[src/rtl/core_pkg.sv]
// Shared definitions for the memory arbiter.
//   DATA_W  : default data/address width in bits.
//   owner_e : which port owns the response arriving from RAM in the next cycle.
package core_pkg;

  localparam int DATA_W = 32;

  typedef enum logic [1:0] {
    OWN_NONE  = 2'd0,
    OWN_FETCH = 2'd1,
    OWN_DATA  = 2'd2
  } owner_e;

endpackage

[src/rtl/mem_arbiter.sv]
// Two-port single-RAM arbiter: an instruction-fetch port and a data port
// share one RAM that has a 1-cycle read latency. Data has priority, but
// fetch is forced through after STARVE_MAX consecutive data grants that
// happen while fetch is waiting.
// Ports:
//   clk, rst (async, active-low)
//   fetch : if_req, if_addr -> if_gnt (comb), if_valid, if_rdata
//   data  : d_req, d_we, d_addr, d_wdata -> d_gnt (comb), d_valid, d_rdata, d_err
//   RAM   : ram_en, ram_we, ram_addr, ram_di (comb) <- ram_dout (1-cycle latency)
module mem_arbiter #(
  parameter int DATA_W     = core_pkg::DATA_W,
  parameter int STARVE_MAX = 4
) (
  input  logic              clk,
  input  logic              rst,
  input  logic              if_req,
  input  logic [DATA_W-1:0] if_addr,
  output logic              if_gnt,
  output logic              if_valid,
  output logic [DATA_W-1:0] if_rdata,
  input  logic              d_req,
  input  logic              d_we,
  input  logic [DATA_W-1:0] d_addr,
  input  logic [DATA_W-1:0] d_wdata,
  output logic              d_gnt,
  output logic              d_valid,
  output logic [DATA_W-1:0] d_rdata,
  output logic              d_err,
  output logic              ram_en,
  output logic              ram_we,
  output logic [DATA_W-1:0] ram_addr,
  output logic [DATA_W-1:0] ram_di,
  input  logic [DATA_W-1:0] ram_dout
);
  import core_pkg::*;

  localparam logic [3:0] STARVE_LIM = 4'(STARVE_MAX);

  owner_e            r_owner;
  owner_e            w_owner_nxt;
  logic [3:0]        r_starve;
  logic [3:0]        w_starve_nxt;
  logic              r_d_rd;
  logic              r_d_err;
  logic [DATA_W-1:0] r_if_hold;
  logic [DATA_W-1:0] r_d_hold;
  logic              w_if_gnt;
  logic              w_d_gnt;
  logic              w_force_f;
  logic              w_d_align;

  // Grant selection, RAM drive and next-state for owner / starvation counter.
  always_comb begin
    w_if_gnt     = 1'b0;
    w_d_gnt      = 1'b0;
    ram_en       = 1'b0;
    ram_we       = 1'b0;
    ram_addr     = {DATA_W{1'b0}};
    ram_di       = {DATA_W{1'b0}};
    w_owner_nxt  = OWN_NONE;
    w_starve_nxt = r_starve;
    w_d_align    = (d_addr[1:0] == 2'b00);
    w_force_f    = if_req && d_req && (r_starve == STARVE_LIM);

    // Gated by rst so grants and RAM strobes are low while reset is held.
    if (rst) begin
      if (d_req && !w_force_f) begin
        w_d_gnt = 1'b1;
      end else if (if_req) begin
        w_if_gnt = 1'b1;
      end else begin
        w_d_gnt  = 1'b0;
      end
    end else begin
      w_d_gnt  = 1'b0;
    end

    if (w_d_gnt) begin
      // A misaligned access is granted but never touches the RAM.
      ram_en      = w_d_align;
      ram_we      = w_d_align && d_we;
      ram_addr    = d_addr;
      ram_di      = d_wdata;
      w_owner_nxt = OWN_DATA;
    end else if (w_if_gnt) begin
      ram_en      = 1'b1;
      ram_addr    = if_addr;
      w_owner_nxt = OWN_FETCH;
    end else begin
      w_owner_nxt = OWN_NONE;
    end

    if (!if_req || w_if_gnt) begin
      w_starve_nxt = 4'd0;
    end else if (w_d_gnt && (r_starve != STARVE_LIM)) begin
      w_starve_nxt = r_starve + 4'd1;
    end else begin
      w_starve_nxt = r_starve;
    end
  end

  // Owner, response flags, starvation counter and held read data.
  always_ff @(posedge clk or negedge rst) begin
    if (!rst) begin
      r_owner   <= OWN_NONE;
      r_starve  <= 4'd0;
      r_d_rd    <= 1'b0;
      r_d_err   <= 1'b0;
      r_if_hold <= {DATA_W{1'b0}};
      r_d_hold  <= {DATA_W{1'b0}};
    end else begin
      r_owner  <= w_owner_nxt;
      r_starve <= w_starve_nxt;
      r_d_rd   <= w_d_gnt && w_d_align && !d_we;
      r_d_err  <= w_d_gnt && !w_d_align;
      if (r_owner == OWN_FETCH) begin
        r_if_hold <= ram_dout;
      end
      if ((r_owner == OWN_DATA) && r_d_rd) begin
        r_d_hold <= ram_dout;
      end
    end
  end

  assign if_gnt   = w_if_gnt;
  assign d_gnt    = w_d_gnt;
  assign if_valid = (r_owner == OWN_FETCH);
  assign d_valid  = (r_owner == OWN_DATA);
  assign d_err    = r_d_err;
  // RAM data is live in the response cycle; afterwards the held copy is shown.
  assign if_rdata = (r_owner == OWN_FETCH) ? ram_dout : r_if_hold;
  assign d_rdata  = ((r_owner == OWN_DATA) && r_d_rd) ? ram_dout : r_d_hold;

endmodule

[config.mk]
export PLATFORM = sky130hd
export DESIGN_NAME = mem_arbiter
export DESIGN_NICKNAME = d
export VERILOG_FILES = /design/src/rtl/core_pkg.sv /design/src/rtl/mem_arbiter.sv
export SDC_FILE = /design/constraint.sdc
export NUM_CORES = 1
export LEC_CHECK = 0
export ABC_AREA = 1
export BUFFER_PORTS_ARGS = -buffer_cell sky130_fd_sc_hd__buf_2
export CAP_MARGIN = 20
export CORE_AREA = 2 2 103 105
export CTS_CLUSTER_SIZE = 16
export DETAILED_ROUTE_END_ITERATION = 8
export DIE_AREA = 0 0 105 107
export GPL_TIMING_DRIVEN = 1
export HOLD_SLACK_MARGIN = 0.08
export PLACE_DENSITY = 0.77
export RECOVER_POWER = 50
export SYNTH_ARGS = -nofsm -noshare
export SYNTH_HDL_FRONTEND = slang
export SYNTH_SLANG_ARGS = --single-unit
[constraint.sdc]
create_clock -name clk -period 1.7 [get_ports clk]
set_input_delay 0.34 -clock clk [delete_from_list [all_inputs] [get_ports clk]]
set_output_delay 0.34 -clock clk [all_outputs]
set_load 0.005 [all_outputs]
### Yosys cells after proc, flatten, opt, wreduce, memory -nomap -nowiden

Cells that the tools add are included.

| word-level totals | value |
|---|---|
| logic and storage cells | 44 |
| input port bits | 133 |
| output and inout port bits | 135 |
| register bits | 72 |

| operators by class | value |
|---|---|
| reductions and logical operators | 16 |
| mux-type cells | 17 |
| $add $sub $neg | 1 |
| eq/ne operators | 4 |

Operators by type and width:

| cell | count |
|---|---|
| $mux W32 | 5 |
| $logic_and A1 B1 Y1 | 9 |
| $mux W1 | 9 |
| $mux W4 | 2 |
| $add A4 B1 Y4 const B | 1 |
| $eq A4 B3 Y1 const B | 1 |
| $logic_not A1 Y1 | 4 |
| $ne A4 B3 Y1 const B | 1 |
| $eq A2 B1 Y1 const B | 1 |
| $eq A2 B2 Y1 const B | 1 |
| $logic_not A2 Y1 | 1 |
| $mux W2 | 1 |
| $reduce_bool A2 Y1 | 1 |
| $logic_or A1 B1 Y1 | 1 |

### Longest topological paths before layout

| depth | value |
|---|---|
| depth in word-level cells | 9 |
| mapped depth | 9 |
| depth with buffers taken out | 8 |

### Least setup slack after synthesis

No wires, ideal clock.

| timing path | value |
|---|---|
| path type | register -> output |
| start point | register r_starve[0] |
| end point | output port ram_addr[22] |
| data arrival time | 1.269 ns |
| required time | 1.360 ns |
| slack | 0.091 ns |
| cell stages (with the launch flop) | 9 |
| buffers on the path | 1 |
| path through | dfrtp_1 -> inv_1 -> ha_1 -> nand4_2 -> nand2_4 -> nor2_8 -> buf_2 -> nand2_1 -> nand2_1 |

| on the way | value |
|---|---|
| elaborated cells on any way between the ends | 10 |
| classes of those cells | eq/ne: 1; mux: 6; reduce/logical: 3 |

RTL lines:

| item | line | source |
|---|---|---|
| start: declaration | mem_arbiter.sv:41 | `logic [3:0] r_starve;` |
| start signal: assignment | mem_arbiter.sv:113 | `r_starve <= w_starve_nxt;` |
| $eq A4 B3 Y1 | mem_arbiter.sv:63 | `w_force_f = if_req && d_req && (r_starve == STARVE_LIM);` |
| $logic_and A1 B1 Y1 | mem_arbiter.sv:63 |  |
| $logic_not A1 Y1 | mem_arbiter.sv:67 | `if (d_req && !w_force_f) begin` |
| $logic_and A1 B1 Y1 | mem_arbiter.sv:67 |  |
| $mux W1 | mem_arbiter.sv:67 |  |
| $mux W1 | mem_arbiter.sv:66 | `if (rst) begin` |
| net d_gnt | mem_arbiter.sv:25 | `output logic d_gnt,` |
| $mux W32 | mem_arbiter.sv:78 | `if (w_d_gnt) begin` |
| end: declaration | mem_arbiter.sv:31 | `output logic [DATA_W-1:0] ram_addr,` |

The timed path passes the listed nets, and every way through them passes these cells.

### Final worst setup path

| timing path | value |
|---|---|
| start point | register r_starve[0] |
| end point | output port ram_di[11] |

| on the way | value |
|---|---|
| longest elaborated chain between the ends | 7 |

RTL lines:

| item | line | source |
|---|---|---|
| $eq A4 B3 Y1 | mem_arbiter.sv:63 |  |
| $logic_and A1 B1 Y1 | mem_arbiter.sv:63 |  |
| $logic_not A1 Y1 | mem_arbiter.sv:67 |  |
| $logic_and A1 B1 Y1 | mem_arbiter.sv:67 |  |
| $mux W1 | mem_arbiter.sv:67 |  |
| $mux W1 | mem_arbiter.sv:66 |  |
| $mux W32 | mem_arbiter.sv:78 |  |
| end: declaration | mem_arbiter.sv:32 | `output logic [DATA_W-1:0] ram_di,` |

Every way passes these cells.

==> flow_summary.json <==
{
  "io_pins": 268,
  "num_vias": 4346,
  "rsz0062_at_grt": "yes",
  "root_buffer": "clkbuf_8",
  "maxCapViolations": 0,
  "power_density_mw_per_mm2": 845,
  "hold_path.startpoint": "d_we",
  "synth_most_common_cell": "nand2_1",
  "globalplace.congestion": 0.896,
  "dp_slack_ps": -102,
  "synth_edf_count": 0,
  "grt_pass1_vias": 4477,
  "grt_max_degree": 47,
  "timing.rr.start": "r_owner[1]",
  "clockBufferDepth": 2,
  "synthToLayoutAreaGrowth_pct": 104,
  "cp-startpoint": "r_starve[0]",
  "period_share": 1.21,
  "synthTopCellsByCount": "nand2_1, inv_1, dfrtp_1",
  "port_buffers": 267,
  "clkTransAtPathRegs_ps": 80,
  "antenna_found_initial": 0,
  "skew_ps": 10.2,
  "synth_cell_types": 20,
  "p_switching_w": 0.00188,
  "path_max_fanout": 10,
  "gr-usage-met3": 0.0815,
  "fmax_mhz": 485,
  "power_frac_seq": 0.362,
  "yosysTopAreaCell": "dfrtp_1",
  "nets": 909,
  "clock-sinks": 72,
  "critPathCaptureType": "output pin",
  "rows": 37,
  "max_slew.worst_pin.slew_ps": 1150,
  "cts_buffers": 9,
  "startpoint_type": "flip-flop",
  "grt-ovfl-total": 0,
  "hold_violations": 0,
  "wl_per_cell_um": 19.0,
  "fp.dieW_um": 105,
  "leakagePower_nw": 3.93,
  "maxSlewViolCount": 0,
  "post_dp_cell_area_mm2": 0.00507,
  "peakVddDrop_v": 0.000547,
  "max-slew-margin-rel": 0.236,
  "synthTopCellsByArea": "dfrtp_1, nand2_1, o21ai_0",
  "yosys_warnings": 0,
  "synthCells": 461,
  "outcome": "finished, violations left",
  "timing.final.ws_setup_ps": -364,
  "ys_seq_area_frac": 0.514,
  "wirelength_mm": 17.4,
  "worstPathRequired_ps": 1360,
  "layout-drive-gt1-share": 0.654,
  "netlist_area_mm2": 0.00350,
  "finalInstanceArea_mm2": 0.00716,
  "violations": "negative setup slack",
  "hpwl_mm": 9.36,
  "worstPathArrival_ps": 1720,
  "async_reset_ff_frac": 1.00,
  "cellInternalPower_w": 0.00417,
  "initialDrtViolationCount": 278,
  "worst-r2r-cell-count": 10,
  "busiest_layer": "met2",
  "core_area_mm2": 0.0101,
  "cts_tree": "yes",
  "pwr-share-clk": 0.297,
  "met2_usage": 0.533,
  "clock_latency_ps": 340,
  "h-tree-depth": 3,
  "grt_pass1_wl_mm": 24.5,
  "syn_nets": 596,
  "synth_ff_type": "dfrtp_1",
  "avgSynthCellArea_um2": 7.60,
  "timing.final.crit_period_ps": 2060,
  "start_util": 0.347,
  "p_comb_frac": 0.340,
  "drc_errors": 0,
  "grt_use_total": 0.289,
  "use_met1": 0.320,
  "firstDrtPassIters": 4,
  "hp-class": "input port to flip-flop",
  "viasPerCell": 4.75,
  "path_class": "flip-flop to output pin",
  "die-area_mm2": 0.0112,
  "synth-seq-cells": 72,
  "n_antenna_cell": 0,
  "setup_viol_count_final": 135,
  "hold_depth": 2,
  "ant_nets": 0,
  "die_h_um": 107,
  "synth_top_area_share": 0.514,
  "p_sw_frac": 0.311
}
## metal layers
metal | part of all wire | wire length (µm)
met1 | 0.37 | 6460
met3 | 0.066 | 1150
met4 | 0.025 | 437
met2 | 0.54 | 9320
met5 | 0 | 0
## final cells by class
type | count | area (µm²)
inverter | 77 | 307
fill | 740 | 2930
clock buffer | 10 | 138
sequential | 72 | 1800
timing repair inverter | 2 | 22.5
tap | 136 | 170
multi-input combinational | 291 | 2390
clock inverter | 5 | 129
timing repair buffer | 321 | 2210
## flip-flops by register name, indices dropped and copies added (netlist names)
name	cells
r_if_hold	32
d_err	1
r_d_hold	32
r_d_rd	1
r_starve	4
r_owner	2
## worst max-delay path: stages, from the launching register on
cell and delay, ps:
dfrtp_1 360, inv_2 60, ha_4 170, nand4_4 70, nand2_4 90, nor2_8 120, inv_4 60, buf_12 140
buf_6 130, nor2_1 80, buf_2 120
## kinds of logic after synthesis
| logic type | share of synthesized area |
|---|---|
| and+or+nand+nor | 0.261 |
| buffers and inverters | 0.120 |
| DFF | 0.514 |
| AOI/OAI and AO/OA | 0.0929 |
| adders and majority gates | 0.00714 |
| xor gates and xnor gates | 0.00500 |
## power groups by stage
stage                     Combinational, W  Clock, W  Sequential [W]
final                              0.00206   0.00180         0.00219
after global routing               0.00219   0.00191         0.00221
after CTS                          0.00175   0.00181         0.00213
after detailed placement           0.00119         0         0.00212
after global placement             0.00117         0         0.00210
after floorplan                   0.000498         0         0.00210
## cells in the final DEF, fill, tap and decap left out, drive strengths merged
| cell type | n |
|---|---|
| clkbuf | 12 |
| xor2 | 2 |
| clkinv | 1 |
| nand3 | 6 |
| ha | 2 |
| buf | 318 |
| dlygate4sd3 | 1 |
| nand4 | 4 |
| nand2 | 173 |
| bufinv | 4 |
| nor2 | 39 |
| dfrtp | 72 |
| o21ai | 65 |
| inv | 79 |
## path summary, 6_finish.rpt
path | to | slack, ps
worst min-delay path | r_d_rd | 210
worst max register to register | r_d_hold[11] | 180
worst max-delay path | ram_di[11] | -360
worst min register to register | r_d_hold[20] | 480
min in group asynchronous | r_starve[3] | 370
max in group asynchronous | r_if_hold[0] | 520
## stage by stage
stage | instances | setup TNS, ps | hold WS (ps) | total power [W] | util
3_5_place_dp | 863 | -3110 | 442 | 0.00330 | 0.502
2_1_floorplan | 461 | 0 | 44.4 | 0.00260 | -
5_1_grt | 914 | -51080 | 193 | 0.00632 | 0.710
6_report | 914 | -39000 | 206 | 0.00605 | 0.710
4_1_cts | 909 | -38460 | 143 | 0.00569 | 0.667
3_3_place_gp | 863 | -2470 | 435 | 0.00327 | 0.502
## timing repair
item,4_1_cts,5_1_grt
endpoints found under the hold margin,26,0
pin swaps,6,8
setup buffers,12,6
gates cloned,18,0
hold buffers,1,0
resized for setup,271,86
endpoints found under the setup margin,132,133
No activity file was read; power rests on OpenSTA's default activity.
